[src/rtl/local_inject_arbiter.sv]
// local_inject_arbiter
// Shares one router Local input port among NUM_REQ packet generators.
// Generators are served round-robin. The winning flit is buffered and then
// replayed toward the router with a request/grant handshake. Forwarded packets
// are counted.
//
// Ports:
//   clk        in   rising-edge clock
//   reset      in   synchronous, active-high reset
//   PacketIn   in   flattened generator packets, generator i at [i*dataWidth +: dataWidth]
//   ReqUpStr   in   per-generator request, held with its packet until granted
//   GntUpStr   out  per-generator one-cycle grant pulse (one-hot or zero)
//   UpStrFull  out  backpressure to generators (registered copy of DnStrFull)
//   PacketOut  out  flit toward the router Local input
//   ReqDnStr   out  request to the router Local input
//   GntDnStr   in   router acceptance
//   DnStrFull  in   router Local input buffer full
//   PktCount   out  packets accepted by the router, wraps modulo 2^32
module local_inject_arbiter #(
    parameter logic [5:0]  routerID  = 6'b000_000,
    parameter int unsigned dataWidth = 32,
    parameter int unsigned NUM_REQ   = 4,
    parameter int unsigned PTR_W     = 2
) (
    input  logic                         clk,
    input  logic                         reset,
    input  logic [NUM_REQ*dataWidth-1:0] PacketIn,
    input  logic [NUM_REQ-1:0]           ReqUpStr,
    output logic [NUM_REQ-1:0]           GntUpStr,
    output logic [NUM_REQ-1:0]           UpStrFull,
    output logic [dataWidth-1:0]         PacketOut,
    output logic                         ReqDnStr,
    input  logic                         GntDnStr,
    input  logic                         DnStrFull,
    output logic [31:0]                  PktCount
);

    localparam int unsigned CNT_W = 32;

    typedef enum logic [1:0] {
        IDLE    = 2'd0,
        ACK     = 2'd1,
        WAIT_DN = 2'd2
    } stateType;

    stateType             state, stateNext;
    logic [PTR_W-1:0]     ptr, ptrNext;
    logic [PTR_W-1:0]     winner, winnerNext;
    logic [dataWidth-1:0] bufReg, bufNext;
    logic [NUM_REQ-1:0]   gntNext;
    logic [NUM_REQ-1:0]   fullNext;
    logic [dataWidth-1:0] pktOutNext;
    logic                 reqDnNext;
    logic [CNT_W-1:0]     cntNext;

    // routerID is informational only
    logic unusedRouterId;
    assign unusedRouterId = ^routerID;

    // Round-robin pick: prefer requesters at or above ptr, else wrap to the lowest.
    logic [NUM_REQ-1:0]              atOrAbovePtr;
    logic [NUM_REQ-1:0]              reqHigh;
    logic [NUM_REQ-1:0]              reqPick;
    logic [NUM_REQ-1:0]              pickOneHot;
    logic [PTR_W-1:0]                pickIdx;
    logic [PTR_W-1:0][NUM_REQ-1:0]   idxTerm;
    logic [dataWidth-1:0]            pktArr [NUM_REQ];

    for (genvar g = 0; g < NUM_REQ; g++) begin : gSlice
        assign atOrAbovePtr[g] = (PTR_W'(g) >= ptr);
        assign pktArr[g]       = PacketIn[g*dataWidth +: dataWidth];
    end

    assign reqHigh    = ReqUpStr & atOrAbovePtr;
    assign reqPick    = (|reqHigh) ? reqHigh : ReqUpStr;
    // Isolate the lowest set bit of the candidate set
    assign pickOneHot = reqPick & (~reqPick + NUM_REQ'(1));

    // One-hot to binary: index bit b collects every position whose index has bit b set
    for (genvar b = 0; b < PTR_W; b++) begin : gIdxBit
        for (genvar g = 0; g < NUM_REQ; g++) begin : gIdxTerm
            assign idxTerm[b][g] = pickOneHot[g] & 1'(g >> b);
        end
        assign pickIdx[b] = |idxTerm[b];
    end

    // State and output registers
    always_ff @(posedge clk) begin
        if (reset) begin
            state     <= IDLE;
            ptr       <= '0;
            winner    <= '0;
            bufReg    <= '0;
            GntUpStr  <= '0;
            UpStrFull <= '0;
            PacketOut <= '0;
            ReqDnStr  <= 1'b0;
            PktCount  <= '0;
        end else begin
            state     <= stateNext;
            ptr       <= ptrNext;
            winner    <= winnerNext;
            bufReg    <= bufNext;
            GntUpStr  <= gntNext;
            UpStrFull <= fullNext;
            PacketOut <= pktOutNext;
            ReqDnStr  <= reqDnNext;
            PktCount  <= cntNext;
        end
    end

    // Next-state and next-output logic
    always_comb begin
        stateNext  = state;
        ptrNext    = ptr;
        winnerNext = winner;
        bufNext    = bufReg;
        gntNext    = '0;
        fullNext   = {NUM_REQ{DnStrFull}};
        pktOutNext = PacketOut;
        reqDnNext  = ReqDnStr;
        cntNext    = PktCount;

        case (state)
            IDLE: begin
                if (!DnStrFull && (|ReqUpStr)) begin
                    bufNext    = pktArr[pickIdx];
                    gntNext    = pickOneHot;
                    winnerNext = pickIdx;
                    stateNext  = ACK;
                end
            end
            ACK: begin
                pktOutNext = bufReg;
                reqDnNext  = 1'b1;
                stateNext  = WAIT_DN;
            end
            WAIT_DN: begin
                // DnStrFull is deliberately ignored here: the request stays up until granted
                if (GntDnStr) begin
                    reqDnNext = 1'b0;
                    cntNext   = PktCount + CNT_W'(1);
                    ptrNext   = (winner == PTR_W'(NUM_REQ - 1)) ? '0 : winner + PTR_W'(1);
                    stateNext = IDLE;
                end
            end
            default: stateNext = IDLE;
        endcase
    end

endmodule

[config.mk]
export PLATFORM = sky130hd
export DESIGN_NAME = local_inject_arbiter
export DESIGN_NICKNAME = d
export VERILOG_FILES = /design/src/rtl/local_inject_arbiter.sv
export SDC_FILE = /design/constraint.sdc
export NUM_CORES = 1
export LEC_CHECK = 0
export CORE_UTILIZATION = 35
export CTS_CLUSTER_DIAMETER = 50
export DETAILED_ROUTE_END_ITERATION = 6
export GPL_ROUTABILITY_DRIVEN = 0
export PLACE_DENSITY_LB_ADDON = 0.15
export RECOVER_POWER = 100
export SYNTH_ARGS = -nofsm -noshare
export SYNTH_HDL_FRONTEND = slang
export SYNTH_SLANG_ARGS = --single-unit
[constraint.sdc]
create_clock -name clk -period 2.2 [get_ports clk]
set_input_delay 0.44 -clock clk [delete_from_list [all_inputs] [get_ports clk]]
set_output_delay 0.44 -clock clk [all_outputs]
set_load 0.1 [all_outputs]
# After elaboration in Yosys (flattened, before gate mapping)
# Cells that the tools add are included.
[word_totals]
word_cells = 51
register_bits = 108
[classes]
n_reduce_logical = 13
addsub = 3
mux = 10
bitwise_logic = 6
magnitude_cmp = 5
eq_ne = 5
[ops]
columns = ["operator", "count"]
rows = [
  ["$bmux 32 s2", 1],
  ["$mux 32", 2],
  ["$add 32x1->32 const B", 1],
  ["$and 4x4->4", 2],
  ["$reduce_and 2->1", 4],
  ["$reduce_or 4->1", 2],
  ["$mux 2", 3],
  ["$pmux 2 s3", 1],
  ["$add 4x1->4 const B", 1],
  ["$eq 2x2->1 const B", 2],
  ["$ge 1x2->1 const A", 2],
  ["$ge 2x2->1 const A", 2],
  ["$mux 4", 1],
  ["$ne 2x2->1 const B", 2],
  ["$not 4->4", 1],
  ["$reduce_or 2->1", 2],
  ["$ge 3x3->1 const B", 1],
  ["$not 2->3", 1],
  ["$reduce_or 3->1", 1],
  ["$add 2x1->2 const B", 1],
  ["$eq 2x1->1 const B", 1],
  ["$logic_not 2->1", 1],
  ["$not 1->1", 2],
  ["$pmux 1 s2", 1],
  ["4 further kinds", 4],
]

# Logic depth before layout (Yosys ltp)
# Gate-level depths: netlist (run 1).
[logic_depth]
depth_word = 12
ltp_mapped = 7

# Worst setup path before layout (run 1)
# No wires, ideal clock.
[synth_timing]
path_kind = "reg2reg"
start = "reg PktCount[2]"
end = "reg PktCount[27]"
stages_incl_launch_ff = 7
setup_slack_ns = -0.744
path_buffers = 1
setup_time_ns = 0.121
arrival_time_ns = 2.824
required_ns = 2.079
period_less_slack_ns = 2.944
path_cell_list = "dfxtp_1 nand4b_2 or4_1 or4_1 clkbuf_2 nor3_1 mux2_2"
[synth_between]
elab_chain_len = 1
[synth_lines]
columns = ["element", "line", "source"]
rows = [
  ["start: declaration", "35", "output logic [31:0] PktCount"],
  ["start signal: assignment", "108", "PktCount <= cntNext;"],
  ["$add 32x1->32", "142", "cntNext = PktCount + CNT_W'(1);"],
]
# Every way passes these cells.
# A chain may end at the register's enable or synchronous reset.

# Worst setup path in the final report (run 1)
[layout_timing]
start = "reg state[1]"
end = "reg PktCount[31]"
[layout_between]
elab_chain_len = 2
[layout_lines]
columns = ["element", "line", "source"]
rows = [
  ["start: declaration", "46", "stateType state, stateNext;"],
  ["start signal: assignment", "100", "state <= stateNext;"],
  ["$eq 2x2->1", "124", "case (state)"],
  ["$reduce_and 2->1 (no source line)", "--", ""],
]
# Every way passes these cells.

==> results of run 1 <==
==> power breakdown <==
part / switching, uW / internal, uW / leakage (uW)
Clock: 677 / 798 / 0.000131
Combinational: 429 / 394 / 0.00184
Sequential: 43.7 / 2020 / 0.000892
Total: 1150 / 3210 / 0.00286
==> area by class of cell <==
cell class                 instances  area (sq um)  area share
clock inverter                     2         10.01    0.001364
multi-input combinational        402          2559      0.3487
sequential                       108          2225      0.3032
clock buffer                      14         254.0     0.03462
inverter                          13         48.80    0.006651
timing repair buffer             246          2021      0.2754
tap                              176         220.2     0.03001
==> routing by layer <==
layer / part of all wire / wire length [um] / up-vias / track usage
met2: 0.51 / 7054 / 164 / 0.3452
met1: 0.41 / 5726 / 2214 / 0.2250
met4: 0.013 / 187 / 0 / 0.07031
li1: - / - / 2426 / -
met3: 0.069 / 957 / 14 / 0.04800
met5: 0 / 0 / - / 0
==> critical path: stages, from the launching register on <==
cell and delay [ns]:
sky130_fd_sc_hd__dfxtp_1 0.38, sky130_fd_sc_hd__nand4b_4 0.11, sky130_fd_sc_hd__or4_1 0.51, sky130_fd_sc_hd__or4_4 0.49
sky130_fd_sc_hd__nor4_4 0.17, sky130_fd_sc_hd__mux2_1 0.34
==> stage by stage <==
| stage | instances | hold slack, ns | cell area (sq um) | setup TNS, ns | power [uW] |
|---|---|---|---|---|---|
| after detailed placement | 944 | 0.4451 | 7254 | -18.15 | 2958 |
| after floorplan | 562 | 0.4321 | 4957 | -0.4038 | 2541 |
| final | 961 | 0.4314 | 7337 | 0 | 4361 |
| after CTS | 961 | 0.4231 | 7550 | 0 | 4437 |
| after global placement | 944 | 0.4373 | 7254 | -16.57 | 2945 |
| after global routing | 961 | 0.4396 | 7337 | 0 | 4569 |
==> cells in the mapped netlist (7+ instances only) <==
cell	n	area, sq um
sky130_fd_sc_hd__dfxtp_1	108	2162
sky130_fd_sc_hd__nor2_1	37	138.9
sky130_fd_sc_hd__nand2_1	110	412.9
sky130_fd_sc_hd__o21ai_0	13	65.06
sky130_fd_sc_hd__xor2_1	7	61.31
sky130_fd_sc_hd__xnor2_1	12	105.1
sky130_fd_sc_hd__nand3_1	7	35.03
sky130_fd_sc_hd__mux2i_1	68	680.7
sky130_fd_sc_hd__nor3_1	7	35.03
sky130_fd_sc_hd__inv_1	13	48.80
sky130_fd_sc_hd__o221ai_1	32	280.3
sky130_fd_sc_hd__or4_1	7	52.55
sky130_fd_sc_hd__or3_1	8	50.05
sky130_fd_sc_hd__a21oi_1	48	240.2
sky130_fd_sc_hd__clkbuf_1	27	101.4
sky130_fd_sc_hd__nand4_1	7	43.79
==> sequential cells by signal, summed over array words and instances (netlist names) <==
register   cells
winner         2
PacketOut     32
GntUpStr       4
PktCount      32
ptr            2
ReqDnStr       1
bufReg        32
state          2
UpStrFull      1
==> how the worst max path moves through the flow <==
stage	from	end	slack, ns	cells after the start
2_1_floorplan	PktCount[2]$_SDFFE_PP0P_	PktCount[27]$_SDFFE_PP0P_	-0.15	6
3_3_place_gp	GntDnStr	PktCount[27]$_SDFFE_PP0P_	-0.60	6
3_5_place_dp	GntDnStr	PktCount[27]$_SDFFE_PP0P_	-0.66	6
5_1_grt	state[1]$_SDFFE_PP0P_	PktCount[31]$_SDFFE_PP0P_	0.02	5
6_report	state[1]$_SDFFE_PP0P_	PktCount[31]$_SDFFE_PP0P_	0.09	5
4_1_cts	PktCount[2]$_SDFFE_PP0P_	PktCount[31]$_SDFFE_PP0P_	0.02	5
==> cells in the final DEF, fill, tap and decap left out, drive strengths merged <==
cell type      instances
buf                   32
nor2b                  6
nand3b                 1
nor3                   7
o21ai                 13
dlymetal6s2s           1
dlygate4sd2            1
clkdlybuf4s50        132
o221ai                32
a21o                   1
nor4                   7
a221oi                 1
or2                    2
nand2b                 5
nand4                  7
o22ai                  2
mux2                   2
nand4b                 1
o2111a                 2
a31oi                  1
or3b                   1
xor2                   7
ha                     2
a21oi                 48
a22oi                  1
and4                   2
nand2                110
dfxtp                108
nand3                  7
and3                   2
or3                    8
inv                   13
or4                    7
mux2i                 68
clkinv                 2
clkbuf                94
nor2                  37
xnor2                 12
==> cell families (layout without fill, tap and decap cells) <==
kind of cell	after synthesis	in the layout	share of synthesized area
multiplexers	70	70	0.1440
flip-flops	108	108	0.4428
AND/OR/NAND/NOR	210	210	0.1968
XOR/XNOR	19	19	0.03409
adder cells (fa/ha/maj)	2	2	0.005125
AO/OA/AOI/OAI	101	101	0.1333
buffers and inverters	52	275	0.04382
==> timing repair <==
item | CTS | global route
hold buffers | 0 | 0
setup endpoints to repair | 7 | 17
setup buffers | 1 | 0
pin swaps | 3 | 1
cloned | 0 | 0
gates resized for setup | 6 | 1
==> metrics, run 1 <==
count of filler cells inserted in the layout 1,262; DRT antenna net count 0; flip-flop and latch count after synthesis 108; worst reg2reg path startpoint state[1]$_SDFFE_PP0P_; CTS Buf Count 9; Remaining DRCs 0; total iterations of the first detailed-routing run 5; number of distinct library cells after synthesis 39; highest clock rate 0.4733 GHz; via count of the first global-routing pass 4,592; die height 120.1 um; setup repair after global routing missed its margin no; part of the Yosys area used for sequential elements 0.4428; Post-synth EDFFs 0; post-route core utilization 0.5475; Post-Synthesis Cells 562; period utilization 0.9604; total number of vias 4,818; setup slack at placement -0.6644 ns; dominant register cell in the synthesized netlist sky130_fd_sc_hd__dfxtp_1; starting density of the core 0.3643; sum of overflow across all layers after global routing 0; capture endpoint of the worst hold path GntUpStr[0]$_SDFF_PP0_; Data arrival, critical path 2.34 ns; Worst VDD drop 339.6 uV; critical path class reg2reg; number of antenna violations at the first check in global routing 0; Startpoint Class register; area enclosed by the die boundary 14,430 sq um; asr flop ratio synth 0; final period demand of the worst path 2.113 ns; worst-case headroom to the max-slew limit 0.5375; register clock-pin slew on the reported worst setup and hold paths 0.07 ns; final number of max-transition violations 0; clock tree root driver cell sky130_fd_sc_hd__clkbuf_16; # port buffers 208; Core Box Area 13,400 sq um; reg-to-reg slack, setup 0.09 ns; Yosys warning total 0; Tightest Pin Transition 0.6937 ns; worst min-delay path category in2reg; largest net degree at the start of global routing 54; layout net count 918; Worst Hold Path Cells 3; number of top-level design ports 209; post-detailed-route via-to-cell ratio 5.014; gr usage total 0.1948; endpoint class of the critical path register; Leak 0.002861 uW; Clock Sink Count 108; final hold violation count 0; hold_sp reset; outcome finished, final reports clean; Required @ worst endpoint 2.43 ns; Cell Area, Synth 4882 sq um; fraction of layout cells with a size suffix above 1 0.1975; worst-case reg-to-reg path depth 5; DPL Wire Length 10.61 mm; final worst setup slack 0.08718 ns; H-tree level count 3; critical register-to-register path endpoint PktCount[31]$_SDFFE_PP0P_; Avg Cell Area, Syn 8.687 sq um; maximum buffer depth of the clock tree 2; power density cells 594.4 nW/um^2; final routed wire length divided by cell count 14.49 um; source-to-sink clock delay at the later pin of the worst-skew pair 0.34 ns; clock tree from TritonCTS done; drt total wl 13.93 mm; Syn-to-layout area delta 50.28%; count of final setup violators 0; # diodes 0; net count after synthesis 700; maxcap violations 0; global-route wire length before repair 22.22 mm; cell row count 42; clock skew 0.007705 ns; CP Max Fanout 6; first-iteration detailed-routing DRC count 242; Die Wd 120.1 um
No activity file was read; power rests on OpenSTA's default activity.
==> inputs of run 2 (changes only) <==
- CORE_UTILIZATION: 35 -> 39
==> metrics, run 2 (synthesis gave the netlist of run 1 again) <==
worst-case headroom to the max-slew limit 0.5136 (was 0.5375); Tightest Pin Transition 0.7295 ns (was 0.6937 ns); gr usage total 0.2107 (was 0.1948); CTS Buf Count 9 (unchanged); final number of max-transition violations 0 (unchanged); total number of vias 4,835 (was 4,818); layout net count 925 (was 918); Clock power frac 0.355 (was 0.338); Remaining DRCs 0 (unchanged); via count of the first global-routing pass 4,580 (was 4,592); count of filler cells inserted in the layout 1,058 (was 1,262); Startpoint Class input port (was register); fraction of layout cells with a size suffix above 1 0.2146 (was 0.1975); DRT antenna net count 0 (unchanged); Top Registers PacketOut (32), PktCount (32), bufReg (32) (unchanged); Data arrival, critical path 2.40 ns (was 2.34 ns); clock skew 0.009373 ns (was 0.007705 ns); # diodes 0 (unchanged); Syn-to-layout area delta 56.51% (was 50.28%); maximum buffer depth of the clock tree 2 (unchanged); reg-to-reg slack, setup 0.02 ns (was 0.09 ns); Post-CTS Hold Buffers 0 (unchanged); DPL Wire Length 10.42 mm (was 10.61 mm); top library cells by usage in the layout, fill and taps aside 132 x sky130_fd_sc_hd__clkdlybuf4s50_1, 110 x sky130_fd_sc_hd__nand2_1, 109 x sky130_fd_sc_hd__buf_4 (was 132 x sky130_fd_sc_hd__clkdlybuf4s50_1, 110 x sky130_fd_sc_hd__nand2_1, 86 x sky130_fd_sc_hd__dfxtp_1); sum of overflow across all layers after global routing 0 (unchanged); power density cells 591.8 nW/um^2 (was 594.4 nW/um^2); non-filler cells, final 960 (was 961); area enclosed by the die boundary 12,970 sq um (was 14,430 sq um); clock tree from TritonCTS done (unchanged); Clock Sink Count 108 (unchanged); setup repair after global routing missed its margin yes (was no); most frequent standard cell in the layout excluding fill and tap cells sky130_fd_sc_hd__clkdlybuf4s50_1 (unchanged); number of top-level design ports 209 (unchanged); Die Wd 113.9 um (was 120.1 um); critical path class in2reg (was reg2reg); outcome finished, final reports clean (unchanged); final routed wire length divided by cell count 14.47 um (was 14.49 um); maxcap violations 0 (unchanged); starting density of the core 0.4031 (was 0.3643); total iterations of the first detailed-routing run 7 (was 5); H-tree level count 3 (unchanged); period utilization 0.9889 (was 0.9604); first-iteration detailed-routing DRC count 271 (was 242); Switch Pwr 1223 uW (was 1150 uW); Required @ worst endpoint 2.42 ns (was 2.43 ns); final hold violation count 0 (unchanged); source-to-sink clock delay at the later pin of the worst-skew pair 0.34 ns (about the same); count of final setup violators 0 (unchanged); clock tree root driver cell sky130_fd_sc_hd__clkbuf_16 (unchanged); switching power as a share of total power 0.2705 (was 0.2637); number of antenna violations at the first check in global routing 0 (unchanged); # port buffers 208 (unchanged); fraction of power consumed by combinational cells 0.189 (about the same); largest net degree at the start of global routing 77 (was 54); die height 113.9 um (was 120.1 um); CP Max Fanout 7 (was 6); Worst VDD drop 377.7 uV (was 339.6 uV); post-route core utilization 0.6309 (was 0.5475); portion of total power attributed to sequential cells 0.456 (was 0.473); worst min-delay path category reg2reg (was in2reg); placed cells 942 (was 944); endpoint class of the critical path register (unchanged); Leak 0.002989 uW (was 0.002861 uW); setup slack at placement -0.6392 ns (was -0.6644 ns); drt total wl 13.89 mm (was 13.93 mm); highest clock rate 0.4596 GHz (was 0.4733 GHz); global-route wire length before repair 21.84 mm (was 22.22 mm); cell row count 40 (was 42); Internal Dissipation 3299 uW (was 3211 uW); Core Box Area 12,110 sq um (was 13,400 sq um); Hold Worst Slack 0.4553 ns (was 0.4314 ns); register clock-pin slew on the reported worst setup and hold paths 0.08 ns (was 0.07 ns); final period demand of the worst path 2.176 ns (was 2.113 ns); post-detailed-route via-to-cell ratio 5.036 (was 5.014); final worst setup slack 0.02442 ns (was 0.08718 ns)
[run 2: worst max-delay path, cell delays in order]
cell and delay, ns:
sky130_fd_sc_hd__dlygate4sd2_1 0.26, sky130_fd_sc_hd__nand4b_4 0.11, sky130_fd_sc_hd__or4_4 0.54, sky130_fd_sc_hd__or4_4 0.55, sky130_fd_sc_hd__nor4_4 0.16, sky130_fd_sc_hd__mux2_1 0.33
[run 2: path summary, 6_finish.rpt]
check | from | endpoint | depth (start not counted)
setup reg to reg | state[0]$_SDFFE_PP0P_ | PktCount[31]$_SDFFE_PP0P_ | 5
setup / recovery | GntDnStr | PktCount[31]$_SDFFE_PP0P_ | 6
hold / removal | bufReg[20]$_SDFFE_PP0P_ | PacketOut[20]$_SDFFE_PP0P_ | 2
hold reg to reg | bufReg[20]$_SDFFE_PP0P_ | PacketOut[20]$_SDFFE_PP0P_ | 2
[run 2: routing by layer]
metal / track usage / vias up / routed length [um]
li1: - / 2434 / -
met1: 0.2535 / 2228 / 5777
met2: 0.3732 / 163 / 6992
met3: 0.05579 / 10 / 959
met4: 0.05195 / 0 / 157
met5: 0 / - / 0
[run 2: stage by stage]
stage	cell area (sq um)	total power, uW	TNS (ns)
after CTS	7617	4567	0
after global placement	7315	2959	-8.967
after floorplan	4957	2541	-0.4038
after global routing	7641	4711	-0.02734
after detailed placement	7315	2972	-11.14
final	7641	4522	0
[run 2: repair_timing]
action / CTS / global route
endpoints found under the setup margin: 5 / 3
gates cloned: 0 / 0
endpoints found under the hold margin: 0 / 0
pin swaps: 0 / 3
gates resized for setup: 2 / 5
setup buffers: 0 / 2
[run 2: power groups by stage]
stage,clock network [uW],registers [uW],logic (uW)
6_report,1600,2060,856
5_1_grt,1730,2070,911
4_1_cts,1640,2060,866
3_5_place_dp,0,2110,865
3_3_place_gp,0,2100,855
2_1_floorplan,0,2240,305
[run 2: cell type report]
| cell class | instances | area [sq um] | share of cell area |
|---|---|---|---|
| Multi-Input combinational cell | 402 | 2554 | 0.3342 |
| Clock buffer | 10 | 250.2 | 0.03275 |
| Timing Repair Buffer | 253 | 2297 | 0.3006 |
| Inverter | 13 | 48.80 | 0.006386 |
| Tap cell | 168 | 210.2 | 0.02751 |
| Sequential cell | 108 | 2231 | 0.2920 |
| Clock inverter | 6 | 50.05 | 0.006550 |
